--- src/rtl/disp_wta_seq_pkg.sv ---
// disp_wta_seq_pkg: shared stereo constants, cost/disparity width helpers and WTA FSM states.
package disp_wta_seq_pkg;
    localparam int WC_DEF = 3;
    localparam int WH_DEF = 7;
    localparam int D_DEF  = 64;

    function automatic int cost_bits(input int wc, input int wh);
        return $clog2(((wc ** 2) / 2) * (wh ** 2));
    endfunction

    function automatic int disp_bits(input int d);
        return $clog2(d);
    endfunction

    typedef enum logic {ACCUM, OUT} state_t;
endpackage

--- src/rtl/disp_wta_seq_cmp.sv ---
// disp_cmp: two-candidate cost comparator; strict less-than so ties keep candidate 1.
module disp_cmp
    import disp_wta_seq_pkg::*;
#(
    parameter int WC = WC_DEF,
    parameter int WH = WH_DEF,
    parameter int D  = D_DEF,
    localparam int CBIT = cost_bits(WC, WH),
    localparam int DBIT = disp_bits(D)
) (
    input  logic [CBIT-1:0] c1,
    input  logic [DBIT-1:0] d1,
    input  logic [CBIT-1:0] c2,
    input  logic [DBIT-1:0] d2,
    output logic [CBIT-1:0] c,
    output logic [DBIT-1:0] d
);
    logic lt;
    assign lt = c2 < c1;
    assign c  = lt ? c2 : c1;
    assign d  = lt ? d2 : d1;
endmodule

--- src/rtl/disp_wta_seq.sv ---
// disp_wta_seq: serial winner-take-all disparity selector folding one cost per handshake
// through a single comparator and presenting the argmin on a valid/ready output.
module disp_wta_seq
    import disp_wta_seq_pkg::*;
#(
    parameter int WC = WC_DEF,
    parameter int WH = WH_DEF,
    parameter int D  = D_DEF,
    localparam int CBIT = cost_bits(WC, WH),
    localparam int DBIT = disp_bits(D)
) (
    input  logic            i_clk,
    input  logic            i_rst_n,
    input  logic            i_cost_valid,
    output logic            o_cost_ready,
    input  logic [CBIT-1:0] i_cost,
    input  logic            i_cost_last,
    output logic            o_disp_valid,
    input  logic            i_disp_ready,
    output logic [DBIT-1:0] o_disp,
    output logic [CBIT-1:0] o_cost,
    output logic            o_err,
    output logic            o_busy
);
    state_t          state, state_nxt;
    logic [DBIT-1:0] cnt, best_d, cmp_d, fold_d;
    logic [CBIT-1:0] best_c, cmp_c, fold_c;
    logic            hs, at_end, end_px;

    disp_cmp #(.WC(WC), .WH(WH), .D(D)) u_cmp (
        .c1(best_c),
        .d1(best_d),
        .c2(i_cost),
        .d2(cnt),
        .c (cmp_c),
        .d (cmp_d)
    );

    // Ready passes through in OUT so the next pixel can start as the result drains.
    assign o_cost_ready = (state == ACCUM) ? 1'b1 : i_disp_ready;
    assign hs           = i_cost_valid && o_cost_ready;
    assign at_end       = cnt == DBIT'(D - 1);
    assign end_px       = hs && (at_end || i_cost_last);
    assign fold_c       = (cnt == '0) ? i_cost : cmp_c;
    assign fold_d       = (cnt == '0) ? '0 : cmp_d;
    assign o_busy       = (cnt != '0) || (state == OUT);

    always_comb begin
        state_nxt = state;
        if (end_px)
            state_nxt = OUT;
        else if (hs || (state == OUT && i_disp_ready))
            state_nxt = ACCUM;
    end

    always_ff @(posedge i_clk or negedge i_rst_n) begin
        if (!i_rst_n)
            state <= ACCUM;
        else
            state <= state_nxt;
    end

    always_ff @(posedge i_clk or negedge i_rst_n) begin
        if (!i_rst_n) begin
            cnt          <= '0;
            best_c       <= '0;
            best_d       <= '0;
            o_disp_valid <= 1'b0;
            o_disp       <= '0;
            o_cost       <= '0;
            o_err        <= 1'b0;
        end else begin
            if (hs) begin
                best_c <= fold_c;
                best_d <= fold_d;
            end
            if (end_px) begin
                o_disp <= fold_d;
                o_cost <= fold_c;
                cnt    <= '0;
            end else if (hs) begin
                cnt <= cnt + DBIT'(1);
            end
            // Valid is only ever set at end of pixel; any ready cycle otherwise drains it.
            if (end_px)
                o_disp_valid <= 1'b1;
            else if (i_disp_ready)
                o_disp_valid <= 1'b0;
            if (hs && (i_cost_last != at_end))
                o_err <= 1'b1;
        end
    end
endmodule

--- config.mk ---
export PLATFORM = sky130hd
export DESIGN_NAME = disp_wta_seq
export DESIGN_NICKNAME = d
export VERILOG_FILES = /design/src/rtl/disp_wta_seq_pkg.sv /design/src/rtl/disp_wta_seq_cmp.sv /design/src/rtl/disp_wta_seq.sv
export SDC_FILE = /design/constraint.sdc
export NUM_CORES = 1
export LEC_CHECK = 0
export ABC_AREA = 1
export CORE_ASPECT_RATIO = 0.7
export CORE_UTILIZATION = 41
export DETAILED_ROUTE_END_ITERATION = 7
export PLACE_DENSITY_LB_ADDON = 0.1
export SLEW_MARGIN = 20
export SYNTH_ARGS = -nofsm -noshare
export SYNTH_HDL_FRONTEND = slang
export SYNTH_HIERARCHICAL = 1
export SYNTH_SLANG_ARGS = --single-unit
--- constraint.sdc ---
create_clock -name i_clk -period 2.1 [get_ports i_clk]
set_clock_uncertainty 0.2 [all_clocks]
set_input_delay 0.315 -clock i_clk [delete_from_list [all_inputs] [get_ports i_clk]]
set_output_delay 0.315 -clock i_clk [all_outputs]
set_load 0.02 [all_outputs]
==> summary.txt <==
Rows: 22
Port bufs: 30
Syn Nets: 305
Worst Path Arrival: 1.53 ns
Critical path fanouts, max: 4
Clk_lat worst skew: 0.28 ns
Synth area leaders: dfrtp_1, nand2_1, nand3_1
Post-detail-place hpwl: 4.036 mm
GRT overflow: 0
Vias in the first global route: 1,883
Hold Path Class: reg2reg
CP startpoint kind: input pin
CTS tree: yes
Drc violations: 0
Wire per inst: 12.80 um
Initial Util: 42.69%
CP max stage delay: 0.60 ns
First DRT Iteration DRCs: 139
Setup CP Type: in2out
Die H: 63.91 um
Crit-path slowest cell: clkdlybuf4s50_1
Commonest non-fill, non-tap cell in the layout: nand2_1
Total GRT Usage: 20.14%
Placed cell area: 2824 sq um
Post-synthesis sequential area ratio: 41.25%
Hold Startpoint: o_err
Share of cells above drive strength 1: 27.33%
Synth Warn #: 6
Max clock buf depth: 2
Largest net degree at the start of global routing: 21
Final nets: 367
Vias/cell: 4.752
H-tree depth: 2
# fillers: 477
Lkg Pwr: 0.001565 uW
Clock sinks: 37
Vias: 1,977
Fin area: 3073 sq um
IO Count: 31
Reg2Reg Launch Point: best_c[3]
Worst-margin pin slew: 0.4454 ns
Cell mode on critical path: clkdlybuf4s50_1
Commonest cells after routing, fill and taps aside: nand2_1, dfrtp_1, nand3_1
Total power: 3094 uW
Final period util: 97.47%
Cell area power density: 1007 nW/um^2
First-pass iteration count of the detailed router: 4
Maxcap violations: 0
Peak supply drop: 0.4203 mV
Count of state elements after synthesis: 37
Min Tclk post-route: 2.047 ns
Initial antenna violation count: 0
Core ar.: 5258 sq um
Worst path required time: 1.58 ns
Yosys cell types: 25
Global-route wire length before repair: 9.101 mm
Final WS setup: 0.05309 ns
RSZ-0062 raised after global routing: true
Crit-path cells: clkdlybuf4s50_1, inv_1, nand2_4, clkdlybuf4s50_1
Die footprint: 5779 sq um
Gpl congestion: 0.8256
Post-Syn Area: 2245 sq um
N_diodes: 0
Total CTS buffers: 5
Run status: completed
CTS root buffer: clkbuf_8
Yosys top cell by area: dfrtp_1
Mapped Avg Cell Area: 7.960 sq um
Finish-stage setup viols: 0
Max_slew headroom: 70.30%
Routed Antenna Nets: 0
Clk slew on worst S/H paths: 0.07 ns
Crit. End Element: output pin
Setup tns final: 0 ns
Fmax: 488.5 MHz
Synth top area share: 41.25%
CP startpoint: i_disp_ready
Cell count after synthesis: 282
Final hold slack: 0.2720 ns
Routed wire length: 5.326 mm
Pre-CTS setup slack: -0.2882 ns
Die X: 90.44 um
Final Hold Fails: 0
Slew Limit Fails: 0
Area Overhead vs Synth: 36.90%
cells in the mapped netlist (all sizes together):
cell type  count
inv           36
ha            10
a31o           1
o21ai         15
buf           10
or2            1
nor3           2
nand2        109
nand3         38
o21a           1
a21oi          5
nand4          9
nor2           7
dfrtp         37
nor3b          1
repair_timing:
action                     in CTS  in global routing
hold buffers                    1                  0
pin swaps                       0                  2
resized for setup               3                 22
hold endpoints to repair       17                  0
setup buffers                   3                  3
setup endpoints to repair       1                 27
power breakdown:
group | leakage, uW | total [uW] | switching, uW | internal, uW
clock network | 0.0000540 | 588 | 243 | 345
registers | 0.000477 | 997 | 124 | 873
logic | 0.00103 | 1510 | 828 | 681
total | 0.00157 | 3090 | 1190 | 1900
flip-flops by register name, summed over array words and instances (netlist names):
register	count
best_c	8
o_cost	8
best_d	6
cnt	6
o_disp	6
o_disp_valid	1
o_err	1
state	1
final timing paths:
| kind | end | slack (ns) | cells past startpoint |
|---|---|---|---|
| worst max-delay path | o_cost_ready | 0.05 | 4 |
| worst min-delay path | o_err | 0.27 | 1 |
| worst max register to register | o_cost[5] | 0.08 | 12 |
| worst min register to register | o_err | 0.27 | 1 |
| max in group asynchronous | cnt[4] | 0.93 | 3 |
| min in group asynchronous | cnt[2] | 0.31 | 2 |
final cells by class:
type                       instances  area [sq um]  share of cell area (%)
clock buffer                       5         68.82                   2.239
clock inverter                     2         35.03                   1.140
inverter                          36         135.1                   4.397
multi-input combinational        199          1170                   38.07
sequential                        37         925.9                   30.13
tap                               72         90.09                   2.932
timing repair buffer              65         648.1                   21.09
metal layers:
layer | share of wire [%] | GRT usage [%] | wire length [um] | up-vias
met5 | 0 | 0 | 0 | -
met4 | 0.96 | 4.234 | 51 | 0
met3 | 6.3 | 5.595 | 336 | 7
met2 | 41 | 28.05 | 2179 | 51
met1 | 52 | 30.67 | 2759 | 899
li1 | - | - | - | 1020
stage by stage:
step	instances	util, %
2_1_floorplan	282	-
3_3_place_gp	402	53.71
3_5_place_dp	402	53.71
4_1_cts	413	56.35
5_1_grt	416	58.45
6_report	416	58.45
kinds of logic after synthesis:
family                     synth area share, %
AOI/OAI and AO/OA                        6.243
adders and majority gates                5.574
buffers and inverters                    9.532
DFF                                      41.25
and+or+nand+nor                          37.40
critical path: cells and delay by family:
family        cells  cell delay (ns)
buf+inv           3             1.13
simple gates      1             0.08
(Power assumes the default switching activity.)
